**src/rtl/sprite_sched_pkg.sv**
```systemverilog
// sprite_sched_pkg: shared types and constants for the sprite line scheduler.
package sprite_sched_pkg;
  localparam int SPRITE_H = 16;
  localparam int LB_AW = 9;
  typedef enum logic [1:0] {IDLE, SCAN, FETCH, DONE} state_t;
  typedef struct packed {
    logic       en;
    logic       flip;
    logic [5:0] num;
    logic [9:0] x;
    logic [9:0] y;
  } attr_t;
  typedef struct packed {
    logic [5:0]       num;
    logic [LB_AW-1:0] x2;
    logic [2:0]       dy;
    logic             flip;
  } hit_t;
endpackage

```
**src/rtl/sprite_attr_table.sv**
```systemverilog
// sprite_attr_table: sprite attribute register file, one write port, one combinational read port.
module sprite_attr_table
  import sprite_sched_pkg::*;
#(
  parameter int NUM_SPRITES = 8
) (
  input  logic       clk,
  input  logic       reset_n,
  input  logic       we,
  input  logic [2:0] wr_idx,
  input  attr_t      wr_data,
  input  logic [2:0] rd_idx,
  output attr_t      rd_data
);
  attr_t mem [NUM_SPRITES];
  always_ff @(posedge clk)
    if (!reset_n)
      for (int i = 0; i < NUM_SPRITES; i++) mem[i] <= '0;
    else if (we)
      mem[wr_idx] <= wr_data;
  assign rd_data = mem[rd_idx];
endmodule

```
**src/rtl/sprite_line_scheduler.sv**
```systemverilog
// sprite_line_scheduler: per-line sprite scan and line-buffer fill.
// Optional horizontal flip enabled by defining SPRITE_SCHED_HFLIP_EN.
module sprite_line_scheduler
  import sprite_sched_pkg::*;
#(
  parameter int NUM_SPRITES  = 8,
  parameter int MAX_PER_LINE = 4
) (
  input  logic             i_Clk,
  input  logic             reset_n,
  input  logic             line_start,
  input  logic [9:0]       next_row,
  input  logic             attr_we,
  input  logic [2:0]       attr_idx,
  input  logic             attr_en,
  input  logic             attr_flip,
  input  logic [5:0]       attr_num,
  input  logic [9:0]       attr_x,
  input  logic [9:0]       attr_y,
  output logic [5:0]       rom_sprite,
  output logic [2:0]       rom_row,
  output logic [2:0]       rom_col,
  input  logic [1:0]       rom_pixel,
  output logic             lb_write,
  output logic [LB_AW-1:0] lb_addr,
  output logic [1:0]       lb_data,
  output logic             busy,
  output logic             done,
  output logic             overflow,
  output logic             late
);
  localparam int CW = $clog2(MAX_PER_LINE + 1);
  localparam int PW = MAX_PER_LINE > 1 ? $clog2(MAX_PER_LINE) : 1;
  state_t state;
  attr_t wd, rd;
  hit_t hits [MAX_PER_LINE];
  hit_t cur;
  logic [2:0] idx, col, ccol, rr_q, rc_q;
  logic [5:0] rs_q;
  logic [CW-1:0] hcnt;
  logic [PW-1:0] ptr;
  logic [9:0] dyf;
  logic [LB_AW-1:0] p_addr;
  logic drain, ovf_acc, p_valid, hit, take, issuing, unused_bits;
  assign wd = '{en: attr_en, flip: attr_flip, num: attr_num, x: attr_x, y: attr_y};
  sprite_attr_table #(.NUM_SPRITES(NUM_SPRITES)) u_table (
    .clk(i_Clk), .reset_n(reset_n), .we(attr_we), .wr_idx(attr_idx),
    .wr_data(wd), .rd_idx(idx), .rd_data(rd)
  );
  // Row distance wraps mod 1024 so sprites straddling the top edge still hit.
  assign dyf = next_row - rd.y;
  assign hit = rd.en && dyf < 10'(SPRITE_H);
  assign take = hit && hcnt < CW'(MAX_PER_LINE);
  assign issuing = state == FETCH && !drain;
  assign cur = hits[ptr];
`ifdef SPRITE_SCHED_HFLIP_EN
  assign ccol = cur.flip ? ~col : col;
`else
  assign ccol = col;
`endif
  assign unused_bits = ^{rd.x[0], rd.flip, dyf[0], cur.flip};
  // ROM address follows the fetch counters and holds its last value otherwise.
  assign rom_sprite = issuing ? cur.num : rs_q;
  assign rom_row = issuing ? cur.dy : rr_q;
  assign rom_col = issuing ? ccol : rc_q;
  assign lb_write = p_valid && reset_n && rom_pixel != 2'd0;
  assign lb_addr = p_addr;
  assign lb_data = p_valid ? rom_pixel : 2'd0;
  assign busy = state != IDLE;
  assign done = state == DONE;
  always_ff @(posedge i_Clk) begin
    if (!reset_n) begin
      state <= IDLE;
      idx <= '0;
      hcnt <= '0;
      ptr <= '0;
      col <= '0;
      drain <= 1'b0;
      ovf_acc <= 1'b0;
      overflow <= 1'b0;
      late <= 1'b0;
      p_valid <= 1'b0;
      p_addr <= '0;
      rs_q <= '0;
      rr_q <= '0;
      rc_q <= '0;
    end else begin
      late <= 1'b0;
      p_valid <= issuing;
      rs_q <= rom_sprite;
      rr_q <= rom_row;
      rc_q <= rom_col;
      if (issuing) p_addr <= cur.x2 + LB_AW'(col);
      if (line_start && state != IDLE) begin
        late <= 1'b1;
        p_valid <= 1'b0;
        state <= SCAN;
        idx <= '0;
        hcnt <= '0;
        ovf_acc <= 1'b0;
      end else begin
        case (state)
          IDLE: if (line_start) begin
            state <= SCAN;
            idx <= '0;
            hcnt <= '0;
            ovf_acc <= 1'b0;
          end
          SCAN: begin
            if (take) begin
              hits[PW'(hcnt)] <= '{num: rd.num, x2: rd.x[9:1], dy: dyf[3:1], flip: rd.flip};
              hcnt <= hcnt + 1'b1;
            end
            if (hit && !take) ovf_acc <= 1'b1;
            idx <= idx + 1'b1;
            if (idx == 3'(NUM_SPRITES - 1)) begin
              state <= (hcnt != '0 || take) ? FETCH : DONE;
              ptr <= PW'(take ? hcnt : hcnt - 1'b1);
              col <= '0;
              drain <= 1'b0;
            end
          end
          FETCH: if (drain) state <= DONE;
          else begin
            col <= col + 1'b1;
            if (col == 3'd7) begin
              if (ptr == '0) drain <= 1'b1;
              else ptr <= ptr - 1'b1;
            end
          end
          default: begin
            overflow <= ovf_acc;
            state <= IDLE;
          end
        endcase
      end
    end
  end
endmodule

```
**config.mk**
```make
export PLATFORM = sky130hd
export DESIGN_NAME = sprite_line_scheduler
export DESIGN_NICKNAME = d
export VERILOG_FILES = /design/src/rtl/sprite_sched_pkg.sv /design/src/rtl/sprite_attr_table.sv /design/src/rtl/sprite_line_scheduler.sv
export SDC_FILE = /design/constraint.sdc
export NUM_CORES = 1
export LEC_CHECK = 0
export BUFFER_PORTS_ARGS = -buffer_cell sky130_fd_sc_hd__buf_2
export CAP_MARGIN = 20
export CELL_PAD_IN_SITES_DETAIL_PLACEMENT = 0
export CELL_PAD_IN_SITES_GLOBAL_PLACEMENT = 1
export CORE_MARGIN = 2
export CORE_UTILIZATION = 47
export DETAILED_ROUTE_END_ITERATION = 7
export PLACE_DENSITY = 0.77
export SYNTH_ARGS = -nofsm -noshare
export SYNTH_HDL_FRONTEND = slang
export SYNTH_SLANG_ARGS = --single-unit
export TNS_END_PERCENT = 100
```
**constraint.sdc**
```tcl
create_clock -name i_Clk -period 5 [get_ports i_Clk]
set_input_delay 0.25 -clock i_Clk [delete_from_list [all_inputs] [get_ports i_Clk]]
set_output_delay 0.25 -clock i_Clk [all_outputs]
set_load 0.02 [all_outputs]
```
# --- After elaboration in Yosys (flattened, before gate mapping) ---
# Memories as Yosys holds them, arrays and structs flattened. A register that Yosys moved wholly into a read port is not among the register bits.
# Cells that the tools add are included.
# Widths: inputs -> output; s select.
classes:
  bitwise: 3
  add_sub_neg: 7
  eq_ne: 16
  n_reduce_logical: 29
  order_cmp: 2
  n_mux: 48
op_table:
  columns: ["op", "count"]
  rows:
  - ["$mux 28", 1]
  - ["$reduce_or 28->1", 1]
  - ["$mux 3", 9]
  - ["$mux 2", 11]
  - ["$mux 1", 19]
  - ["$pmux 3 s2", 3]
  - ["$reduce_and 3->1", 5]
  - ["$ne 2x2->1 const B", 7]
  - ["$lt 10x5->1 const B", 1]
  - ["$sub 10x10->10", 1]
  - ["$add 3x1->3 const B", 3]
  - ["$add 9x3->9", 1]
  - ["$reduce_bool 2->1", 4]
  - ["$logic_and 1x1->1", 7]
  - ["$eq 3x3->1 const B", 2]
  - ["$mux 6", 1]
  - ["$ne 3x3->1 const B", 2]
  - ["$pmux 2 s3", 1]
  - ["$reduce_and 6->1", 1]
  - ["$eq 2x2->1 const B", 2]
  - ["$logic_not 2->1", 2]
  - ["$pmux 1 s2", 2]
  - ["$pmux 2 s2", 1]
  - ["$reduce_and 2->1", 2]
  - ["other kinds (12)", 16]
word_totals:
  output_inout_bits: 28
  ram_bits: 300
  wordCells: 122
  memories: 2
  in_bits: 47
  register_bits: 39
mem_list:
  columns: ["name", "words", "width", "rd", "rd_ports_with_merged_regs", "wr", "line_no", "rtl"]
  rows:
  - ["u_table.mem", 8, 28, 1, 1, 8, "sprite_attr_table.sv:15", "attr_t mem [NUM_SPRITES];"]
  - ["hits", 4, 19, 1, 1, 1, "sprite_line_scheduler.sv:36", "hit_t hits [MAX_PER_LINE];"]

# --- Logic depth before layout (Yosys ltp) ---
# Gate-level depths: netlist (run 1).
logic_depth:
  word_depth: 9
  depth_mapped: 14
  ltp_nobuf: 12

# --- Cells and area by module ---
# Synthesis (run 1) repeated with hierarchy kept, for this count alone.
hier_totals:
  cells_unflattened: 1063
  area_unflattened_um2: 15119.5
modules_own_cells:
  columns: ["mod", "area_per_inst_um2", "cells_per_inst", "seq_area_each_um2", "n_inst"]
  rows:
  - ["sprite_attr_table", 9923.3, 640, 6726.5, 1]
  - ["sprite_line_scheduler", 5196.2, 423, 2982.9, 1]

# --- Worst setup path after synthesis (run 1) ---
# OpenSTA, ideal clock, no wires.
synth_path:
  kind: "flip-flop to flip-flop"
  from: "register (tool-made name)"
  to: "memory hits[0][10] in the netlist's numbering, enable pin"
  required_ns: 4.624
  period_less_slack_ns: 4.959
  path_stages_with_launch: 15
  t_arrival_ns: 4.583
  path_buffers: 3
  setup_ns: 0.376
  setup_slack_ns: 0.041
  cell_sequence: "dfxtp_1 -> buf_6 -> clkbuf_1 -> buf_1 -> mux4_2 -> mux2i_1 -> ha_1 -> a21o_1 -> a2111oi_0 -> a31oi_1 -> nor3_1 -> nand4_1 -> nor4_4 -> and4_1 -> and2_1"
synth_rtl:
  columns: ["item", "line_no"]
  rows:
  - ["end, declared", "sprite_line_scheduler.sv:36"]

==> impl_table.tex, run 1 <==
\begin{tabular}{lr}
\hline
Metric & Value \\
\hline
\multicolumn{2}{l}{\textbf{Synth}} \\
Area share of the largest cell type after synthesis & 58.1\% \\
Yosys reg bits & 324 \\
Cell area after synthesis & about 14000 sq um \\
Synthesized net count & 1035 \\
Number of distinct library cells after synthesis & 56 \\
Cell with the most instances after synthesis & sky130\_fd\_sc\_hd\_\_edfxtp\_1 \\
Yosys warning total & 0 \\
Top cells by area, synth & sky130\_fd\_sc\_hd\_\_edfxtp\_1, sky130\_fd\_sc\_hd\_\_mux4\_2, sky130\_fd\_sc\_hd\_\_and2\_1 \\
Seq/Total Area, Yosys & 64.2\% \\
Instance count of the mapped netlist & 962 \\
Cell types with the highest counts after synthesis & sky130\_fd\_sc\_hd\_\_edfxtp\_1, sky130\_fd\_sc\_hd\_\_and2\_1, sky130\_fd\_sc\_hd\_\_mux4\_2 \\
Top FF cell, synth & sky130\_fd\_sc\_hd\_\_edfxtp\_1 \\
Number of enable-type register cells in the synthesized netlist & 280 \\
Mapped Avg Cell Area & between 15 and 20 sq um \\
Cell type with the highest aggregate area in the netlist & sky130\_fd\_sc\_hd\_\_edfxtp\_1 \\
Asr flop ratio synth & 0\% \\
\multicolumn{2}{l}{\textbf{Setup path}} \\
Highest fanout seen on the critical path & 23 \\
Data arrival time of the critical path & 4.65 ns \\
Classification of the worst setup path & reg2reg \\
Launching element type of the critical path & flip-flop \\
Data required time of the worst path & just over 5 ns \\
Type of element capturing the critical path & flip-flop \\
\multicolumn{2}{l}{\textbf{Global route}} \\
Overflow left after global routing & 0 \\
Maximum number of pins on one net before global-route repair & 51 \\
Initial antenna violation count & 2 \\
Routing layer with the top usage in global route & met2 \\
Global-route wire length before repair & 47700 microns \\
Vias in the first global route & 8336 \\
Global-route met2 utilization & 31.8\% \\
Met1 demand-to-capacity share in global routing & 26.3\% \\
Global-route track usage on met3 & 3.73\% \\
Global-route total usage across every layer & 19.2\% \\
\multicolumn{2}{l}{\textbf{Route}} \\
Final WL & about 31000 microns \\
Drt pass-1 iters & 4 \\
Vias/cell & 5.38 \\
Violation count after the first detailed-route iteration & about 580 \\
Wire length per cell after detailed routing & 20.8 microns \\
Post-detailed-route count of antenna-violating nets & 0 \\
Total vias in the final route & around 7900 \\
Total DRC errors in the routed layout & 0 \\
\multicolumn{2}{l}{\textbf{Power and ir drop}} \\
Areal power density over the cells & about 420 nW/um\^{}2 \\
Leakage power figure & between 0.005 and 0.006 uW \\
Worst VDD drop & 0.189 mV \\
\multicolumn{2}{l}{\textbf{Timing}} \\
Number of pins with negative max-slew slack in the final report & 0 \\
Worst Skew & 0.0125 ns \\
Worst slew margin relative to its limit & between 30\% and 40\% \\
Fmax & 224 MHz \\
Pin slew with the least headroom to its limit & 0.952 ns \\
Setup repair after global routing missed its margin & no \\
Final setup violation count & 0 \\
Fin. Hold Viols & 0 \\
Total negative slack & 0 ns \\
Period utilisation layout & 89.2\% \\
Smallest hold slack & 0.0949 ns \\
Minimum clock period after layout & 4.46 ns \\
\multicolumn{2}{l}{\textbf{Clocking}} \\
Clock root cell & sky130\_fd\_sc\_hd\_\_clkbuf\_16 \\
Number of buffers added by the clock tree synthesis step & 35 \\
Number of clock sinks & 324 \\
CTS max path bufs & 3 \\
Clock transition at the registers of the reported paths & 0.06 ns \\
Post-CTS setup repair buffer count & 0 \\
Clock Latency Late Sink & 0.52 ns \\
\# resized after CTS & 0 \\
Number of hold buffers added after CTS & 0 \\
Clock tree from TritonCTS & done \\
CTS H-tree depth & 2 \\
\multicolumn{2}{l}{\textbf{Floorplan}} \\
Initial core utilization & 47.5\% \\
Number of placement rows & 64 \\
Top-Level Pins & 75 \\
Vertical die dimension & between 150 and 200 microns \\
Core region area & 30400 sq um \\
Floorplan die area & 32200 sq um \\
Horizontal extent of the die & 179 microns \\
\multicolumn{2}{l}{\textbf{Layout}} \\
Number of standard cells in the final layout excluding fillers & 1472 \\
Total Nets Final & 1124 \\
Number of fill cells & 2515 \\
Count of antenna diodes in the layout & 0 \\
Layout-stage area growth over the synthesis result & 14.0\% \\
Ratio of cells with drive above 1 in the final layout & 23.6\% \\
\multicolumn{2}{l}{\textbf{Place}} \\
Placed Cells & 1410 \\
Number of buffer cells added on primary ports & 72 \\
Final weighted congestion in routability-driven placement & 0.773 \\
Detailed-placement wirelength estimate & 18000 microns \\
\multicolumn{2}{l}{\textbf{Outcome}} \\
Outcome & finished clean \\
\multicolumn{2}{l}{\textbf{Hold path}} \\
Path category of the worst min-delay check & in2reg \\
\multicolumn{2}{l}{\textbf{Flow run}} \\
Maximum capacitance violations & 0 \\
\hline
\end{tabular}
## state kept, by name (all words and copies together) (netlist names), 2 cells and up, named ones only
name,flops
ccol,3
hcnt,3
hits,72
idx,3
lb_addr,9
ptr,2
rc_q,3
rr_q,3
rs_q,6
state,2
u_table.mem,208
## routing by layer
layer	wire, microns	share of wire, %
met5	21	0.069
met4	555	1.8
met3	1500	4.9
met2	14800	48
met1	13800	45
## cell families after synthesis
family | count (synthesis) | synth area share (%)
compound gates | 77 | 3.69
xor+xnor | 12 | 0.727
fa+ha+maj | 26 | 2.35
buf+inv | 64 | 1.73
flops | 324 | 64.2
mux | 100 | 13.0
simple gates | 359 | 14.3
## metrics by stage
stage	area [sq um]	worst slack [ns]	utilization, %	total power, uW
after global routing	16500	0.0788	54.2	7170
after floorplan	14500	0.0408	-	4110
after global placement	15400	0.562	50.5	4420
after CTS	16500	0.475	54.2	6970
after detailed placement	15400	0.503	50.5	4450
final	16500	0.540	54.2	6900
## cell type report
| type | count | area [sq um] | share of cell area, % |
|---|---|---|---|
| sequential | 324 | 9290 | 56.3 |
| multi-input combinational | 574 | 4960 | 30.1 |
| clock buffer | 41 | 920 | 5.58 |
| timing repair buffer | 100 | 571 | 3.46 |
| tap | 396 | 495 | 3.00 |
| clock inverter | 21 | 194 | 1.18 |
| inverter | 16 | 60.1 | 0.364 |
## path summary, 6_finish.rpt
path | cells after the start | endpoint | slack, ns | start
max | 13 | hits[2][10] | 0.54 | flip-flop
min reg2reg | 2 | overflow | 0.46 | overflow
min | 2 | u_table.mem[3][19] | 0.09 | attr_x[9]
max reg2reg | 13 | hits[2][10] | 0.54 | flip-flop
## worst max-delay path, stage by stage (launching register included)
cell and delay [ns]:
sky130_fd_sc_hd__dfxtp_4 0.64, sky130_fd_sc_hd__mux2i_1 0.14, sky130_fd_sc_hd__a31o_2 0.29, sky130_fd_sc_hd__or2_2 0.32, sky130_fd_sc_hd__fa_1 0.40, sky130_fd_sc_hd__a21o_1 0.19, sky130_fd_sc_hd__a2111oi_0 0.41, sky130_fd_sc_hd__a31oi_1 0.08
sky130_fd_sc_hd__nor3_1 0.21, sky130_fd_sc_hd__nand4_1 0.25, sky130_fd_sc_hd__nor4_4 0.47, sky130_fd_sc_hd__and4_1 0.31, sky130_fd_sc_hd__and2_1 0.15, sky130_fd_sc_hd__buf_4 0.27
## placed cells by master, fill, tap and decap left out, drive strengths merged, types with 15 or more instances in the layout
master	count
nand2	60
edfxtp	280
mux2i	15
ha	24
a21oi	16
mux4	69
mux2	16
nor2	19
clkbuf	41
clkinv	15
inv	18
o21ai	20
buf	100
dfxtp	44
and2	230
## report_power, final
| part | switching, uW | internal (uW) | leakage, uW |
|---|---|---|---|
| combinational | 636 | 493 | 0.00236 |
| clock | 1050 | 1480 | 0.000549 |
| sequential | 107 | 3140 | 0.00300 |
Power figures use the tool's default switching activity.
==> inputs of run 2 (changes only) <==
Settings changed: PLACE_DENSITY 0.77 to not set, PLACE_DENSITY_LB_ADDON set to 0.1.
==> impl_table.tex, run 2 (synthesized netlist as in run 1, its figures left out) <==
\begin{tabular}{lr}
\hline
Metric & Value \\
\hline
\multicolumn{2}{l}{\textbf{Floorplan}} \\
Horizontal extent of the die & approximately 180 microns \\
Top-Level Pins & 75 \\
Vertical die dimension & around 180 microns \\
Number of placement rows & 64 \\
Initial core utilization & around 48\% \\
Core region area & 30400 sq um \\
Floorplan die area & 32200 sq um \\
\multicolumn{2}{l}{\textbf{Setup path}} \\
Type of element capturing the critical path & flip-flop \\
Cell type of the slowest stage on the worst timing path & sky130\_fd\_sc\_hd\_\_dfxtp\_2 \\
Launching element type of the critical path & flip-flop \\
Classification of the worst setup path & reg2reg \\
Most repeated library cell on the critical path & sky130\_fd\_sc\_hd\_\_buf\_4 \\
Data required time of the worst path & a little over 5 ns \\
Highest fanout seen on the critical path & 18 \\
Data arrival time of the critical path & 4.48 ns \\
Biggest cell delay along the critical path & around 0.64 ns \\
Cell breakdown of the critical path & buf\_4 > mux4\_2 > mux2i\_1 > ha\_1 > a2111oi\_0 > a31oi\_1 > nor3\_1 > nand4\_1 > nor4\_4 > and4\_1 > and2\_1 > buf\_4 \\
\multicolumn{2}{l}{\textbf{Layout}} \\
Largest Register & u\_table.mem \\
Flip-flop count of the largest register, all copies and words added & 208 \\
Leading cell type in the layout, fill and taps excluded & sky130\_fd\_sc\_hd\_\_edfxtp\_1 \\
Total Nets Final & about 1100 \\
Layout-stage area growth over the synthesis result & 14.3\% \\
Ratio of cells with drive above 1 in the final layout & 24.3\% \\
Leading cell types in the layout, fill and taps excluded & sky130\_fd\_sc\_hd\_\_edfxtp\_1, sky130\_fd\_sc\_hd\_\_and2\_1, sky130\_fd\_sc\_hd\_\_buf\_2, sky130\_fd\_sc\_hd\_\_mux4\_2, sky130\_fd\_sc\_hd\_\_nand2\_1 \\
\multicolumn{2}{l}{\textbf{Timing}} \\
Min setup slack post-route & around 0.70 ns \\
Worst Skew & 0.0196 ns \\
Minimum clock period after layout & about 4.3 ns \\
Smallest hold slack & 0.0916 ns \\
Number of pins with negative max-slew slack in the final report & 0 \\
Final setup violation count & 0 \\
Fin. Hold Viols & 0 \\
Pin slew with the least headroom to its limit & about 0.84 ns \\
Fmax & around 230 MHz \\
Setup repair after global routing missed its margin & no \\
Worst slew margin relative to its limit & 44.2\% \\
Total negative slack & 0 ns \\
Period utilisation layout & 85.9\% \\
\multicolumn{2}{l}{\textbf{Global route}} \\
Overflow left after global routing & 0 \\
Global-route total usage across every layer & 19.8\% \\
Global-route wire length before repair & 48500 microns \\
Maximum number of pins on one net before global-route repair & 50 \\
Initial antenna violation count & 2 \\
Global-route track usage on met3 & about 3.1\% \\
Met1 demand-to-capacity share in global routing & 25.8\% \\
Vias in the first global route & 8146 \\
Routing layer with the top usage in global route & met2 \\
Global-route met2 utilization & 34.5\% \\
\multicolumn{2}{l}{\textbf{Clocking}} \\
Clock transition at the registers of the reported paths & 0.05 ns \\
Clock Latency Late Sink & between 0.5 and 0.6 ns \\
CTS max path bufs & 3 \\
\# resized after CTS & 0 \\
Number of clock sinks & 324 \\
Number of hold buffers added after CTS & 0 \\
Clock root cell & sky130\_fd\_sc\_hd\_\_clkbuf\_16 \\
Post-CTS setup repair buffer count & 0 \\
CTS H-tree depth & 2 \\
Clock tree from TritonCTS & done \\
Number of buffers added by the clock tree synthesis step & 38 \\
\multicolumn{2}{l}{\textbf{Power and ir drop}} \\
Leakage power figure & 0.00593 uW \\
Worst VDD drop & 0.223 mV \\
Areal power density over the cells & roughly 420 nW/um\^{}2 \\
\multicolumn{2}{l}{\textbf{Route}} \\
Wire length per cell after detailed routing & 21.1 microns \\
Post-detailed-route count of antenna-violating nets & 0 \\
Vias/cell & between 5 and 6 \\
Total DRC errors in the routed layout & 0 \\
Violation count after the first detailed-route iteration & 491 \\
Total vias in the final route & roughly 7900 \\
Drt pass-1 iters & 4 \\
Final WL & 31300 microns \\
\multicolumn{2}{l}{\textbf{Flow run}} \\
Maximum capacitance violations & 0 \\
\multicolumn{2}{l}{\textbf{Place}} \\
Detailed-placement wirelength estimate & about 19000 microns \\
Setup WS pre-CTS & 0.686 ns \\
Number of buffer cells added on primary ports & 72 \\
Final weighted congestion in routability-driven placement & 0.749 \\
\multicolumn{2}{l}{\textbf{Outcome}} \\
Outcome & finished clean \\
\multicolumn{2}{l}{\textbf{Hold path}} \\
Path category of the worst min-delay check & in2reg \\
\hline
\end{tabular}
==> run 2: power breakdown <==
group / total, uW / internal, uW / switching (uW)
registers: 3230 / 3140 / 87.2
clock network: 2480 / 1440 / 1040
logic: 1160 / 500 / 659
total: 6870 / 5080 / 1780
==> run 2: metal layers <==
metal,vias to the layer above,wire (microns)
met2,155,15800
li1,3753,-
met4,2,698
met3,52,1290
met1,3900,13500
met5,-,13
==> run 2: path summary, 6_finish.rpt <==
check             startpoint  slack (ns)  cells past startpoint                 end
hold reg to reg   lb_addr[0]        0.46                      2          lb_addr[0]
hold / removal     attr_x[8]        0.09                      2  u_table.mem[3][18]
setup reg to reg   flip-flop        0.70                     12         hits[2][11]
setup / recovery   flip-flop        0.70                     12         hits[2][11]
==> run 2: per-stage QoR <==
stage	utilization [%]	std cells	area (sq um)	power, uW
floorplan	-	962	14500	4110
global placement	50.7	1415	15400	4450
detailed placement	50.7	1415	15400	4460
CTS	54.3	1480	16500	6950
global route	54.3	1481	16500	7170
finish	54.3	1481	16500	6870
==> run 2: layout make-up <==
type | count | area (sq um)
Fill cell | 2558 | 13900
Sequential cell | 324 | 9290
Multi-Input combinational cell | 574 | 4970
Clock buffer | 52 | 1030
Timing Repair Buffer | 105 | 608
Tap cell | 396 | 495
Clock inverter | 13 | 67.6
Inverter | 16 | 60.1
Antenna cell | 1 | 2.50
==> run 2: critical path: cells and delay by family (launching register included) <==
kind | cells | cell delay, ns
AND/OR/NAND/NOR | 5 | 1.19
buffers and inverters | 2 | 0.66
AO/OA/AOI/OAI | 2 | 0.47
adder cells (fa/ha/maj) | 1 | 0.35
multiplexers | 2 | 0.63
flip-flops | 1 | 0.64
==> inputs of run 3 (changes only) <==
Settings changed: BUFFER_PORTS_ARGS -buffer_cell sky130_fd_sc_hd__buf_2 to not set, CORE_UTILIZATION 47 to 49, DONT_BUFFER_PORTS set to 1, REMOVE_ABC_BUFFERS set to 1.
==> impl_table.tex, run 3 (synthesized netlist as in run 1, its figures left out) <==
\begin{tabular}{lr}
\hline
Metric & Value \\
\hline
\multicolumn{2}{l}{\textbf{Outcome}} \\
Outcome & finished clean \\
\multicolumn{2}{l}{\textbf{Layout}} \\
Ratio of cells with drive above 1 in the final layout & 18.4\% \\
Number of standard cells in the final layout excluding fillers & 1426 \\
Leading cell type in the layout, fill and taps excluded & sky130\_fd\_sc\_hd\_\_edfxtp\_1 \\
Total Nets Final & 1087 \\
Largest Register & u\_table.mem \\
Number of fill cells & 2271 \\
Count of antenna diodes in the layout & 0 \\
Layout-stage area growth over the synthesis result & 14.5\% \\
Final core utilization & a little under three fifths \\
Leading cell types in the layout, fill and taps excluded & sky130\_fd\_sc\_hd\_\_edfxtp\_1, sky130\_fd\_sc\_hd\_\_and2\_1, sky130\_fd\_sc\_hd\_\_mux4\_2, sky130\_fd\_sc\_hd\_\_nand2\_1, sky130\_fd\_sc\_hd\_\_dfxtp\_1 \\
Flip-flop count of the largest register, all copies and words added & 208 \\
\multicolumn{2}{l}{\textbf{Power and ir drop}} \\
Sum of internal, switching and leakage power & 7060 uW \\
Leakage power figure & 0.00577 uW \\
Areal power density over the cells & 426 nW/um\^{}2 \\
Power share of the clock group & 37.9\% \\
Internal power & 5240 uW \\
Worst VDD drop & between 0.3 and 0.4 mV \\
Share of total power in combinational logic & approximately 16\% \\
Switching portion of total power & approximately a quarter \\
Switching power total & 1820 uW \\
Fraction of power consumed by sequential logic & 46.1\% \\
\multicolumn{2}{l}{\textbf{Clocking}} \\
Number of buffers added by the clock tree synthesis step & 36 \\
Clock root cell & sky130\_fd\_sc\_hd\_\_clkbuf\_16 \\
Clock tree from TritonCTS & done \\
Clock Latency Late Sink & 0.52 ns \\
CTS max path bufs & 3 \\
CTS H-tree depth & 2 \\
Clock transition at the registers of the reported paths & 0.06 ns \\
Number of clock sinks & between 300 and 400 \\
Post-CTS setup repair buffer count & 0 \\
\multicolumn{2}{l}{\textbf{Global route}} \\
Maximum number of pins on one net before global-route repair & 35 \\
Vias in the first global route & a little over 8000 \\
Initial antenna violation count & 1 \\
Global-route wire length before repair & 48500 microns \\
Overflow left after global routing & 0 \\
Global-route total usage across every layer & 21.2\% \\
\multicolumn{2}{l}{\textbf{Setup path}} \\
Highest fanout seen on the critical path & 18 \\
Launching element type of the critical path & flip-flop \\
Data arrival time of the critical path & 4.60 ns \\
Classification of the worst setup path & reg2reg \\
Data required time of the worst path & 5.19 ns \\
Type of element capturing the critical path & flip-flop \\
\multicolumn{2}{l}{\textbf{Place}} \\
Setup WS pre-CTS & roughly 0.55 ns \\
Number of buffer cells added on primary ports & 0 \\
Placed Cells & $\sim$1300 \\
Final weighted congestion in routability-driven placement & about 0.75 \\
Detailed-placement wirelength estimate & roughly 19000 microns \\
\multicolumn{2}{l}{\textbf{Route}} \\
Drt pass-1 iters & 5 \\
Violation count after the first detailed-route iteration & 652 \\
Vias/cell & 5.57 \\
Post-detailed-route count of antenna-violating nets & 0 \\
Total DRC errors in the routed layout & 0 \\
Final WL & 32100 microns \\
Total vias in the final route & around 8000 \\
Wire length per cell after detailed routing & 22.5 microns \\
\multicolumn{2}{l}{\textbf{Timing}} \\
Final setup violation count & 0 \\
Setup repair after global routing missed its margin & no \\
Period utilisation layout & 88.2\% \\
Pin slew with the least headroom to its limit & 1.08 ns \\
Min setup slack post-route & 0.588 ns \\
Worst slew margin relative to its limit & between 20 and 30\% \\
Smallest hold slack & 0.0309 ns \\
Fin. Hold Viols & 0 \\
Fmax & 227 MHz \\
Number of pins with negative max-slew slack in the final report & 0 \\
Worst Skew & approximately 0.014 ns \\
Minimum clock period after layout & around 4.4 ns \\
\multicolumn{2}{l}{\textbf{Floorplan}} \\
Number of placement rows & 62 \\
Initial core utilization & 50.1\% \\
Top-Level Pins & 75 \\
Vertical die dimension & 176 microns \\
Core region area & approximately 29000 sq um \\
Floorplan die area & 30900 sq um \\
Horizontal extent of the die & 176 microns \\
\multicolumn{2}{l}{\textbf{Flow run}} \\
Maximum capacitance violations & 0 \\
\multicolumn{2}{l}{\textbf{Hold path}} \\
Path category of the worst min-delay check & in2reg \\
\hline
\end{tabular}
## run 3: cell count changes in the layout (fill, tap and decap cells not counted), sizes merged
cell	before	now
buf	105	32
dlygate4sd3	0	30
clkbuf	52	39
clkinv	11	17
bufinv	0	5
clkinvlp	0	3
diode	1	0
## run 3: repair_timing
action,CTS,global route
endpoints found under the hold margin,248,1
resized for setup,0,0
hold buffers,29,1
## run 3: final timing paths
path / start / end / slack (ns) / cells after the start
hold / removal: reset_n / ptr[0] / 0.03 / 3
setup reg to reg: flip-flop / hits[1][17] / 0.59 / 13
hold reg to reg: ovf_acc / ovf_acc / 0.50 / 2
setup / recovery: flip-flop / hits[1][17] / 0.59 / 13
## run 3: power groups by stage
stage	Sequential, uW	Combinational (uW)	Clock [uW]
3_5_place_dp	3310	1090	0
6_report	3250	1130	2680
2_1_floorplan	3340	761	0
3_3_place_gp	3300	1070	0
4_1_cts	3260	1140	2720
5_1_grt	3270	1220	2830
## run 3: per-stage QoR
stage,setup TNS (ns),cell area (sq um)
2_1_floorplan,-78.35,14300
3_3_place_gp,0,15000
3_5_place_dp,0,15000
4_1_cts,0,16500
5_1_grt,0,16600
6_report,0,16600
## run 3: cell type report
class | count | area, sq um | area share [%]
Sequential cell | 324 | 9290 | 56.1
Multi-Input combinational cell | 574 | 4960 | 30.0
Clock buffer | 39 | 933 | 5.64
Timing Repair Buffer | 62 | 553 | 3.34
Tap cell | 384 | 480 | 2.90
Clock inverter | 27 | 274 | 1.66
Inverter | 16 | 60.1 | 0.363
## run 3: worst max-delay path: stages (launching register included)
cell	delay, ns
sky130_fd_sc_hd__dfxtp_4	0.56
sky130_fd_sc_hd__mux4_2	0.31
sky130_fd_sc_hd__o22ai_2	0.10
sky130_fd_sc_hd__or2_2	0.33
sky130_fd_sc_hd__fa_1	0.41
sky130_fd_sc_hd__a21o_1	0.19
sky130_fd_sc_hd__a2111oi_0	0.48
sky130_fd_sc_hd__a31oi_1	0.08
sky130_fd_sc_hd__nor3_1	0.19
sky130_fd_sc_hd__nand4_1	0.39
sky130_fd_sc_hd__nor4_4	0.34
sky130_fd_sc_hd__and4_1	0.27
sky130_fd_sc_hd__and2_1	0.14
sky130_fd_sc_hd__buf_4	0.27
## run 3: routing by layer
layer	GRT usage, %	share of wire, %	up-vias
li1	-	-	3679
met1	25.9	40	4018
met2	38.5	52	197
met3	3.87	5.4	50
met4	6.16	1.8	2
met5	0	0.040	-
